===== src/rtl/led_pattern_gen.sv =====
// Multi-channel LED pattern generator: off/on/blink/inverted blink/PWM per channel.
// Optional shared breathe mode (mode 5) when LED_PATTERN_BREATHE_EN is defined.
module led_pattern_gen #(
    parameter int NUM_LEDS       = 8,
    parameter int CLK_FREQ       = 24000000,
    parameter int BLINK_FREQ     = 1,
    parameter int PWM_FREQ       = 1000,
    parameter int LED_ACTIVE_LOW = 1,
    localparam int AW = (NUM_LEDS > 1) ? $clog2(NUM_LEDS) : 1
) (
    input  logic                clk,
    input  logic                reset_n,
    input  logic                wr_en,
    input  logic [AW-1:0]       wr_addr,
    input  logic [10:0]         wr_data,
    input  logic                blink_sync,
    output logic [NUM_LEDS-1:0] led,
    output logic                blink_state
);

    localparam int HALF_RAW = CLK_FREQ / BLINK_FREQ / 2;
    localparam int HALF     = (HALF_RAW < 1) ? 1 : HALF_RAW;
    localparam int BW       = (HALF > 1) ? $clog2(HALF) : 1;
    localparam logic [BW-1:0] BLINK_LAST = BW'(HALF - 1);

    localparam int DIV_RAW  = CLK_FREQ / (PWM_FREQ * 256);
    localparam int DIV      = (DIV_RAW < 1) ? 1 : DIV_RAW;
    localparam int PW       = (DIV > 1) ? $clog2(DIV) : 1;
    localparam logic [PW-1:0] PRESC_LAST = PW'(DIV - 1);

    localparam logic POL = (LED_ACTIVE_LOW != 0);

    logic [BW-1:0] blink_cnt_reg;
    logic          blink_state_reg;
    logic [PW-1:0] presc_reg;
    logic [7:0]    pwm_cnt_reg;
    logic          pwm_tick;

    // Shared blink phase; a sync pulse wins over the terminal count.
    always_ff @(posedge clk or negedge reset_n) begin
        if (!reset_n) begin
            blink_cnt_reg   <= '0;
            blink_state_reg <= 1'b0;
        end else if (blink_sync) begin
            blink_cnt_reg   <= '0;
            blink_state_reg <= 1'b1;
        end else if (blink_cnt_reg == BLINK_LAST) begin
            blink_cnt_reg   <= '0;
            blink_state_reg <= ~blink_state_reg;
        end else begin
            blink_cnt_reg   <= blink_cnt_reg + 1'b1;
        end
    end

    assign pwm_tick = (presc_reg == PRESC_LAST);

    always_ff @(posedge clk or negedge reset_n) begin
        if (!reset_n) begin
            presc_reg   <= '0;
            pwm_cnt_reg <= 8'd0;
        end else begin
            presc_reg <= pwm_tick ? '0 : presc_reg + 1'b1;
            if (pwm_tick) begin
                pwm_cnt_reg <= pwm_cnt_reg + 8'd1;
            end
        end
    end

`ifdef LED_PATTERN_BREATHE_EN
    logic [7:0] breathe_level_reg;
    logic       breathe_down_reg;

    // Level steps once per PWM frame, bouncing between 0 and 255.
    always_ff @(posedge clk or negedge reset_n) begin
        if (!reset_n) begin
            breathe_level_reg <= 8'd0;
            breathe_down_reg  <= 1'b0;
        end else if (pwm_tick && pwm_cnt_reg == 8'hFF) begin
            if (!breathe_down_reg) begin
                breathe_level_reg <= breathe_level_reg + 8'd1;
                if (breathe_level_reg == 8'hFE) begin
                    breathe_down_reg <= 1'b1;
                end
            end else begin
                breathe_level_reg <= breathe_level_reg - 8'd1;
                if (breathe_level_reg == 8'h01) begin
                    breathe_down_reg <= 1'b0;
                end
            end
        end
    end
`endif

    genvar gi;
    generate
        for (gi = 0; gi < NUM_LEDS; gi++) begin : g_ch
            logic [2:0] mode_reg;
            logic [7:0] duty_reg;
            logic       lit_next;
            logic       led_reg;

            always_ff @(posedge clk or negedge reset_n) begin
                if (!reset_n) begin
                    mode_reg <= 3'd0;
                    duty_reg <= 8'd0;
                end else if (wr_en && wr_addr == AW'(gi)) begin
                    mode_reg <= wr_data[10:8];
                    duty_reg <= wr_data[7:0];
                end
            end

            always_comb begin
                lit_next = 1'b0;
                case (mode_reg)
                    3'd1: lit_next = 1'b1;
                    3'd2: lit_next = blink_state_reg;
                    3'd3: lit_next = ~blink_state_reg;
                    3'd4: lit_next = (pwm_cnt_reg < duty_reg);
`ifdef LED_PATTERN_BREATHE_EN
                    3'd5: lit_next = (pwm_cnt_reg < breathe_level_reg);
`endif
                    default: lit_next = 1'b0;
                endcase
            end

            always_ff @(posedge clk or negedge reset_n) begin
                if (!reset_n) begin
                    led_reg <= POL;
                end else begin
                    led_reg <= lit_next ^ POL;
                end
            end

            assign led[gi] = led_reg;
        end
    endgenerate

    assign blink_state = blink_state_reg;

endmodule


===== config.mk =====
export PLATFORM = sky130hd
export DESIGN_NAME = led_pattern_gen
export DESIGN_NICKNAME = d
export VERILOG_FILES = /design/src/rtl/led_pattern_gen.sv
export SDC_FILE = /design/constraint.sdc
export NUM_CORES = 1
export LEC_CHECK = 0
export BUFFER_PORTS_ARGS = -buffer_cell sky130_fd_sc_hd__buf_2
export CORE_MARGIN = 4
export CORE_UTILIZATION = 60
export DETAILED_ROUTE_END_ITERATION = 8
export HOLD_SLACK_MARGIN = 0.03
export PLACE_DENSITY = 0.78
export SLEW_MARGIN = 20
export SYNTH_ARGS = -nofsm -noshare
export SYNTH_HDL_FRONTEND = slang
export SYNTH_SLANG_ARGS = --single-unit

===== constraint.sdc =====
create_clock -name clk -period 2.2 [get_ports clk]
set_input_delay 0.11 -clock clk [delete_from_list [all_inputs] [get_ports clk]]
set_output_delay 0.11 -clock clk [all_outputs]
set_load 0.01 [all_outputs]

==> out/summary.txt <==
Synthesized flop and latch total - 136
Post-synth ARST share - 100%
Row count - 39
Critical Path Start - blink_cnt_reg[0]$_DFF_PN0_
Leakage Power - 3.77 nW
Routed vias - 4787
Distinct cells, synth - 44
CP Capture Point - blink_cnt_reg[14]$_DFF_PN0_
Pin count of the biggest net entering global routing - 59
Sequential share of the synthesized area - 48.7%
H-tree levels - 4
Ys flop type - dfrtp_1
Fin Setup TNS - 0 ns
Hold Crit Start - wr_data[3]
Core area - 0.0114 mm^2
Max Cap Violations - 0
XOR/XNOR Fraction of Synth Area - 4.74%
Setup Viol. Count Final - 0
Clock sinks - 136
Hold WC Path Type - in -> reg
Post-Synth Simple-Gate Area - 14.2%
Slew at the pin closest to its max-slew limit - 0.664 ns
Worst EP required - 2.49 ns
Synth Net Count - 725
Residual DRC - 0
CTS max path bufs - 2
Sw Share - 25.4%
Min Tclk post-route - 2.00 ns
Met3 wire len - 689 um
Hold_buf cts - 3
Root Driver - clkbuf_16
Worst IR Drop VDD - 1120 uV
Worst setup path class - reg -> reg
Mux cell area share after synthesis - 9.93%
Crit. End Element - flop
Share of cells above drive strength 1 - 21.0%
Worst stage delay on the critical path - 0.42 ns
Detail Route Antenna Nets - 0
DP Wirelength - 9790 um
Antenna Cells - 0
Relative slew slack - 55.5%
Syn avg cell area - 10.8 um^2
Top-area cell type share of the netlist area - 45.7%
Cts bufs inserted - 17
Crit share post-route - 90.8%
Largest family of logic cells by synthesized area - simple AND/OR/NAND/NOR gates
Starting Density - 61.4%
Fillers - 849
Vias per Instance - 5.72
Worst Reg-to-Reg Cells - 6
IO Pins - 27
Clk Latency, worst-skew pair - 0.42 ns
Clk pwr share - 39.9%
Flop pwr share - 44.4%
Crit Path Max Fanout - 20
CP Launch Type - flop
Tot Pwr - 7.11 mW
F_max - 500 MHz
Synth area leader - dfrtp_1
Count leader, synth - dfrtp_1
Pint - 5.31 mW
Post-synthesis adder-cell area fraction - 10.7%
Combinational fraction of design power - 15.6%
Switching Power - 1.81 mW
Max stage delay cell, worst path - or3_4
Clock Skews - 0.00595 ns
Met2 WL post-DR - 7010 um
Clock-pin slew on the worst setup and hold paths - 0.06 ns
Pre-antenna DRT Iters - 6
Met1 Wirelength - 6330 um
Die Area - 0.0135 mm^2
Hold Vio Cnt, Final - 0
Port bufs - 26
Setup Buffers After CTS - 0
Initial antenna violation count - 0
Area grow syn2layout - 12.6%
TritonCTS clock tree - yes
Reg-to-reg setup timing slack - 0.20 ns
First-pass GRT wire length - 24600 um
Pwr dens - 901 mW/mm^2
WL per Instance - 17.0 um
Worst EP arrival - 2.29 ns
Die height - 116 um
1st-iter DRT viols - 280
Synth top area cells - dfrtp_1, ha_1, mux2_2
Syn Std Cell Area - 0.00702 mm^2
Nets - 759
Vias in the first global route - 4999
Post-synth top cells - dfrtp_1, inv_1, mux2_2
Final GP Congestion - 0.812
Drt total wl - 14200 um
Gr usage total - 23.7%
Max layer used - met4
R2R Path Start - blink_cnt_reg[0]$_DFF_PN0_
Reg2Reg Capture Point - blink_cnt_reg[14]$_DFF_PN0_
GR Overflow Total - 0
YS warnings - 0
Die X - 116 um
Post-cts sizing count - 0
Synth Area in Compound Gates - 6.47%
Max reg flops - 64
EDFF count, synth - 0
RSZ-0062 raised after global routing - false
Slew Limit Fails - 0
Critical-path cell list - ha_1, nand3_2, or3_4, nor3_2, or2_2, nor2_1
Outcome - complete, no violations
Post-Syn Instances - 647
## routing by layer
| layer | track usage, % | vias to the layer above |
|---|---|---|
| met5 | 0 | - |
| met4 | 6.81 | 0 |
| met3 | 6.58 | 21 |
| met2 | 39.7 | 89 |
| met1 | 30.4 | 2394 |
| li1 | - | 2283 |
## worst min-delay path by stage
stage,endpoint,slack [ns],depth (start not counted)
5_1_grt,g_ch[0].duty_reg[3]$_DFFE_PN0P_,0.04,3
2_1_floorplan,blink_cnt_reg[0]$_DFF_PN0_,-0.19,0
3_3_place_gp,g_ch[6].mode_reg[2]$_DFFE_PN0P_,0.11,1
4_1_cts,g_ch[0].duty_reg[3]$_DFFE_PN0P_,0.03,3
6_report,g_ch[0].duty_reg[3]$_DFFE_PN0P_,0.03,3
3_5_place_dp,g_ch[6].mode_reg[2]$_DFFE_PN0P_,0.12,1
## per-stage QoR
step                hold slack, ns  instance area (um^2)  cells  util [%]  setup WS (ns)
finish                      0.0328                  7900    837      69.2          0.202
global route                0.0440                  7900    837      69.2         0.0734
CTS                         0.0310                  7900    837      69.2          0.200
detailed placement           0.120                  7270    802      63.7          0.206
global placement             0.111                  7270    802      63.7          0.316
floorplan                   -0.186                  7020    647         -          0.507
## critical path: cells and delay by family (launching register included)
| family | cells | cell delay, ns |
|---|---|---|
| AND/OR/NAND/NOR | 5 | 1.26 |
| flip-flops | 1 | 0.38 |
| adder cells (fa/ha/maj) | 1 | 0.22 |
## layout by cell type, fill, tap and decap left out, types with 9 or more instances in the layout
master and count:
nand4_1 17, nand2b_1 10, buf_4 9, xor2_1 29
nor2_1 45, buf_2 25, nand3_1 13, ha_1 60
o21ai_0 40, nand2_1 53, a21oi_1 12, inv_1 61
mux2_2 61, clkbuf_16 17, xnor2_1 9, dfrtp_1 128
a21o_1 9
## cell families after synthesis
kind of cell	after synthesis
XOR/XNOR	38
adder cells (fa/ha/maj)	60
multiplexers	62
AND/OR/NAND/NOR	187
buffers and inverters	85
flip-flops	136
AO/OA/AOI/OAI	79
## final cells by class
cell class                 instances  area (um^2)  area share, %
inverter                          61          229           2.90
clock inverter                     8         92.6           1.17
sequential                       136         3410           43.2
timing repair buffer              39          254           3.22
multi-input combinational        426         3230           40.9
clock buffer                      24          502           6.35
tap                              143          179           2.27
## power by group through the flow
stage,Sequential (mW),Combinational (mW),Clock (mW)
global placement,3.17,1.05,0
detailed placement,3.20,1.10,0
global route,3.21,1.28,2.99
CTS,3.16,1.13,2.87
finish,3.16,1.11,2.84
floorplan,3.14,0.862,0
Power figures use the tool's default switching activity.
